$ cat src/rtl/dmem_pkg.sv
// dmem_pkg: shared types and constants for the LEGv8 memory-stage controller.
//   state_e          - controller states (IDLE, REQ, DONE)
//   DW_SHIFT         - byte-address to doubleword-index shift (8-byte words)
//   TIMEOUT_DEFAULT  - default bus timeout, in REQ cycles without mem_ack
package dmem_pkg;

  typedef enum logic [1:0] {
    IDLE = 2'd0,
    REQ  = 2'd1,
    DONE = 2'd2
  } state_e;

  localparam int unsigned DW_SHIFT        = 3;
  localparam int unsigned TIMEOUT_DEFAULT = 255;

endpackage

$ cat src/rtl/dmem_timeout_ctr.sv
// dmem_timeout_ctr: saturating up-counter for the REQ-phase bus timeout.
//   clk_i      in  system clock, rising edge
//   rst_ni     in  synchronous active-low reset
//   clr_i      in  force counter to 0 (priority over en_i)
//   en_i       in  count one more waited cycle
//   reached_o  out current cycle is the TIMEOUT-th enabled cycle since clear
module dmem_timeout_ctr
  import dmem_pkg::*;
#(
  parameter int unsigned TIMEOUT = TIMEOUT_DEFAULT
) (
  input  logic clk_i,
  input  logic rst_ni,
  input  logic clr_i,
  input  logic en_i,
  output logic reached_o
);

  localparam int unsigned CW = (TIMEOUT > 1) ? $clog2(TIMEOUT) : 1;
  // The count holds completed waits, so the TIMEOUT-th cycle sees TIMEOUT-1.
  localparam logic [CW-1:0] LAST = CW'(TIMEOUT - 1);

  logic [CW-1:0] cnt_q, cnt_d;

  always_comb begin
    cnt_d = cnt_q;
    if (clr_i) begin
      cnt_d = '0;
    end else if (en_i && (cnt_q != LAST)) begin
      cnt_d = cnt_q + 1'b1;
    end
  end

  always_ff @(posedge clk_i) begin
    if (!rst_ni) begin
      cnt_q <= '0;
    end else begin
      cnt_q <= cnt_d;
    end
  end

  assign reached_o = (cnt_q == LAST);

endmodule

$ cat src/rtl/dmem_ctrl.sv
// dmem_ctrl: memory-stage controller between the ALU and a variable-latency
// data memory. Runs one req/ack transaction per LDUR/STUR and stalls the core
// until it completes; rejects bad accesses and reports bus timeouts.
//   clk, reset (sync, active-low)
//   address, writeData, memRead, memWrite : instruction side, sampled in IDLE
//   readData  out registered load data
//   stall     out hold the current instruction
//   fault     out 1-cycle pulse, access rejected (misaligned/range/conflict)
//   busError  out 1-cycle pulse in DONE, access timed out
//   mem_req/mem_we/mem_addr/mem_wdata out registered memory request
//   mem_ack/mem_rdata in memory completion and read data
module dmem_ctrl
  import dmem_pkg::*;
#(
  parameter int unsigned MEM_AW  = 9,
  parameter int unsigned TIMEOUT = TIMEOUT_DEFAULT
) (
  input  logic              clk,
  input  logic              reset,
  input  logic [63:0]       address,
  input  logic [63:0]       writeData,
  input  logic              memRead,
  input  logic              memWrite,
  output logic [63:0]       readData,
  output logic              stall,
  output logic              fault,
  output logic              busError,
  output logic              mem_req,
  output logic              mem_we,
  output logic [MEM_AW-1:0] mem_addr,
  output logic [63:0]       mem_wdata,
  input  logic              mem_ack,
  input  logic [63:0]       mem_rdata
);

  state_e            state_q, state_d;
  logic [63:0]       rdata_q, rdata_d;
  logic              req_q, req_d;
  logic              we_q, we_d;
  logic [MEM_AW-1:0] addr_q, addr_d;
  logic [63:0]       wdata_q, wdata_d;
  logic              err_q, err_d;

  logic access, bad, to_reached;

  dmem_timeout_ctr #(
    .TIMEOUT(TIMEOUT)
  ) u_timeout (
    .clk_i    (clk),
    .rst_ni   (reset),
    .clr_i    (state_q != REQ),
    .en_i     (state_q == REQ),
    .reached_o(to_reached)
  );

  assign access = memRead | memWrite;
  assign bad    = (memRead & memWrite)
                | (address[DW_SHIFT-1:0] != '0)
                | (address[63:MEM_AW+DW_SHIFT] != '0);

  always_comb begin
    state_d  = state_q;
    rdata_d  = rdata_q;
    req_d    = req_q;
    we_d     = we_q;
    addr_d   = addr_q;
    wdata_d  = wdata_q;
    err_d    = err_q;
    stall    = 1'b0;
    fault    = 1'b0;
    busError = 1'b0;

    unique case (state_q)
      IDLE: begin
        err_d = 1'b0;
        if (access) begin
          if (bad) begin
            fault = 1'b1;
          end else begin
            stall   = 1'b1;
            req_d   = 1'b1;
            we_d    = memWrite;
            addr_d  = address[MEM_AW+DW_SHIFT-1:DW_SHIFT];
            wdata_d = writeData;
            state_d = REQ;
          end
        end
      end
      REQ: begin
        stall = 1'b1;
        // Ack wins over a simultaneous timeout.
        if (mem_ack) begin
          req_d = 1'b0;
          if (!we_q) rdata_d = mem_rdata;
          state_d = DONE;
        end else if (to_reached) begin
          req_d = 1'b0;
          err_d = 1'b1;
          if (!we_q) rdata_d = '0;
          state_d = DONE;
        end
      end
      DONE: begin
        busError = err_q;
        state_d  = IDLE;
      end
      default: begin
        state_d = IDLE;
      end
    endcase
  end

  always_ff @(posedge clk) begin
    if (!reset) begin
      state_q <= IDLE;
      rdata_q <= '0;
      req_q   <= 1'b0;
      we_q    <= 1'b0;
      addr_q  <= '0;
      wdata_q <= '0;
      err_q   <= 1'b0;
    end else begin
      state_q <= state_d;
      rdata_q <= rdata_d;
      req_q   <= req_d;
      we_q    <= we_d;
      addr_q  <= addr_d;
      wdata_q <= wdata_d;
      err_q   <= err_d;
    end
  end

  assign readData  = rdata_q;
  assign mem_req   = req_q;
  assign mem_we    = we_q;
  assign mem_addr  = addr_q;
  assign mem_wdata = wdata_q;

endmodule

$ cat config.mk
export PLATFORM = sky130hd
export DESIGN_NAME = dmem_ctrl
export DESIGN_NICKNAME = d
export VERILOG_FILES = /design/src/rtl/dmem_pkg.sv /design/src/rtl/dmem_timeout_ctr.sv /design/src/rtl/dmem_ctrl.sv
export SDC_FILE = /design/constraint.sdc
export NUM_CORES = 1
export LEC_CHECK = 0
export CORE_UTILIZATION = 25
export DETAILED_ROUTE_END_ITERATION = 10
export SLEW_MARGIN = 20
export SYNTH_ARGS = -nofsm -noshare
export SYNTH_HDL_FRONTEND = slang
export SYNTH_SLANG_ARGS = --single-unit
$ cat constraint.sdc
create_clock -name clk -period 2.1 [get_ports clk]
set_input_delay 0.21 -clock clk [delete_from_list [all_inputs] [get_ports clk]]
set_output_delay 0.21 -clock clk [all_outputs]
set_load 0.05 [all_outputs]
==> results.md <==
* DR iter-0 viols at 233
* Routed Antenna Nets at 0
* Leakage at 4.128 nW
* Final GP Congestion at 0.7242
* Worst setup EP type: output pin
* Final nets at 1,217
* Internal at 4.837 mW
* Dominant delay contributor by cell family on the critical path: simple AND/OR/NAND/NOR gates
* Reg2reg path depth at 8
* Buf/Inv on CP at 2
* CP Depth at 7
* CTS Buf Count at 17
* YS warnings at 0
* Final Core Density at 0.4402
* Cts hold-fix bufs at 0
* Period utilization at 0.9438
* Hold Slack at 0.3095 ns
* Layout cell share with drive strength beyond 1 at 0.06111
* Reg2reg start: u_timeout.cnt_q[0]
* RSZ-0062 raised after global routing: false
* Cell variety after synth at 33
* Die height at 157.1 um
* Switching part of the total at 0.2410
* Seq/Total Area, Yosys at 0.4994
* Achievable frequency at 504.5 MHz
* H-tree depth at 4
* P per Cell Area at 615.0 mW/mm^2
* Later-pin clock latency in the skew report at 0.42 ns
* # diodes at 0
* Status: complete, no violations
* GRT Total Usage at 0.1470
* Post-DP Area at 0.009773 sq mm
* Critical-path cell list: clkdlybuf4s50_1, nor4_1, nand4_1, nor2_4, nand2_1, and2_1, buf_4
* Req. time, crit path at 1.89 ns
* First-pass GRT wire length at 28,500 um
* Via density at 4.416
* Synth Net Count at 901
* Top_reg_cell synth: dfxtp_1
* P&R area growth vs syn at 72.33%
* Grt ovf at 0
* Clk sinks at 150
* Hold Crit Start: mem_ack
* CP startpoint kind: input port
* Tightest Pin Transition at 0.5804 ns
* Final setup viols at 0
* Synthesized area per cell at 8.566 sq um
* CTS max path bufs at 2
* Crit path largest cell delay at 0.40 ns
* Post-DP HPWL at 13,290 um
* Sw power at 1.536 mW
* Peak VDD IR at 0.4540 mV
* I/O Buffers at 338
* Final Instance Count excl. Fillers at 1,350
* Post-route cell area at 0.01036 sq mm
* Critical-path cell with the highest stage delay: clkdlybuf4s50_1
* Fin Clk Skew at 0.01573 ns
* Critical path fanouts, max at 2
* Pre-CTS setup slack at -0.03551 ns
* Drt pass-1 iters at 4
* Hold Fails Final Rpt at 0
* CTS tree: built
* DR vias at 5,961
* Synthesized cell area at 0.006013 sq mm
* Slew Limit Fails at 0
* Worst-path clk slew at 0.06 ns
* Post-synth ARST share at 0
* MaxCap Viol Count at 0
* Routed wire length at 18,460 um
* Logic pwr share at 0.090
* Seq pwr share at 0.446
* Drt drc at 0
* Post-Synthesis Cells at 702
* Critical path class: input port to output pin
* Clk pwr share at 0.464
* # IOs at 339
* Critical path arrival at 1.77 ns
* Slew HR at 0.6119
* CP startpoint: address[21]
* Kind of path behind the tightest hold check: input port to flop
* Antenna violations before repair at 0
* Placed Cells at 1,318
* Setup WS post-layout at 0.1180 ns
* EDFF count, synth at 0
* Fill count at 2,388
* Row cnt at 56
* Routed len/inst at 13.67 um
* Placeable Area at 0.02354 sq mm
* Synthesized flop and latch total at 150
* Root Driver: clkbuf_16
* Vias in the first global route at 5,623
* Die ar. at 0.02468 sq mm
* Largest net degree at the start of global routing at 69
* Initial Util at 0.2554
* Die Wd at 157.1 um
* WHS Path Cells at 4
* Crit path time final at 1.982 ns
[cell usage in the layout, fill, tap and decap left out, types with 2 or more instances in the layout]
cell type | Yosys | final
a21boi_1 | 2 | 2
inv_6 | 0 | 4
clkdlybuf4s50_1 | 0 | 333
a21oi_1 | 2 | 2
o21ai_0 | 61 | 61
xor2_1 | 4 | 4
nor4_2 | 0 | 2
xnor2_1 | 2 | 2
and2_1 | 3 | 3
clkinv_4 | 0 | 2
buf_12 | 0 | 9
nor2_1 | 16 | 15
inv_8 | 0 | 3
o21ai_1 | 5 | 5
clkbuf_16 | 0 | 17
nand3_1 | 134 | 133
nor4_1 | 13 | 11
nand4_1 | 4 | 4
clkinvlp_4 | 0 | 3
nand2_1 | 156 | 156
buf_4 | 2 | 13
ha_1 | 2 | 2
dfxtp_1 | 150 | 150
mux2i_1 | 73 | 73
clkbuf_8 | 0 | 3
[area by class of cell]
type	instances	area [sq um]	area share
Sequential cell	150	3003	0.2898
Clock buffer	19	452.9	0.04371
Timing Repair Buffer	358	3642	0.3515
Multi-Input combinational cell	490	2748	0.2652
Inverter	1	3.754	0.0003622
Tap cell	319	399.1	0.03852
Clock inverter	13	113.9	0.01099
[state kept, by name, indices dropped and copies added, names as in the netlist]
name,count
err_q,1
u_timeout.cnt_q,8
mem_wdata,64
mem_req,1
mem_addr,9
mem_we,1
readData,64
state_q,2
[final timing paths]
kind,to,slack [ns]
min,readData[6],0.31
max reg2reg,readData[38],0.33
min reg2reg,mem_addr[7],0.46
max,fault,0.12
[power by group through the flow]
stage / Sequential, mW / Clock, mW / Combinational [mW]
3_5_place_dp: 2.91 / 0 / 0.578
2_1_floorplan: 2.91 / 0 / 0.152
4_1_cts: 2.84 / 3.08 / 0.581
6_report: 2.84 / 2.95 / 0.575
3_3_place_gp: 2.91 / 0 / 0.577
5_1_grt: 2.84 / 3.20 / 0.626
[kinds of logic (layout without fill, tap and decap cells)]
family,count (synthesis),count (layout),synth area share
flops,150,150,0.4994
mux,73,73,0.1215
xor+xnor,6,6,0.008739
buf+inv,62,391,0.05035
fa+ha+maj,2,2,0.004161
simple gates,335,335,0.2511
compound gates,74,74,0.06471
[worst register-to-register path: stages, from the launching register on]
cell and delay [ns]:
dfxtp_1 0.35, inv_1 0.07, ha_1 0.23, and4_1 0.24, o21ai_4 0.16, buf_12 0.24
buf_12 0.21, nand3_1 0.09, o21ai_0 0.10
[routing by layer]
layer / part of all wire / routed length [um] / track usage / up-vias
li1: - / - / - / 3038
met1: 0.42 / 7740 / 0.1655 / 2692
met2: 0.46 / 8523 / 0.2485 / 211
met3: 0.11 / 1976 / 0.06415 / 20
met4: 0.012 / 218 / 0.04716 / 0
met5: 0 / 0 / 0 / -
[synth_stat cells (all sizes together), types with 2 or more instances]
library cell,count,share of area
nand2,156,0.097
dfxtp,150,0.50
nand3,134,0.11
mux2i,73,0.12
o21ai,67,0.056
clkbuf,44,0.027
buf,17,0.022
nor2,16,0.010
nor4,13,0.014
nand4,4,0.0042
xor2,4,0.0058
and2,3,0.0031
a21boi,2,0.0025
a21oi,2,0.0017
and4,2,0.0033
ha,2,0.0042
nor3,2,0.0025
xnor2,2,0.0029
[through the flow]
stage,power [mW],TNS (ns)
floorplan,3.061,0
global placement,3.486,0
detailed placement,3.486,-1.242
CTS,6.505,0
global route,6.664,0
finish,6.373,0
[what timing repair did]
action                                  CTS  global route
endpoints found under the setup margin    0             3
gates resized for setup                   0             5
buffers inserted                          0             0
(Power assumes the default switching activity.)
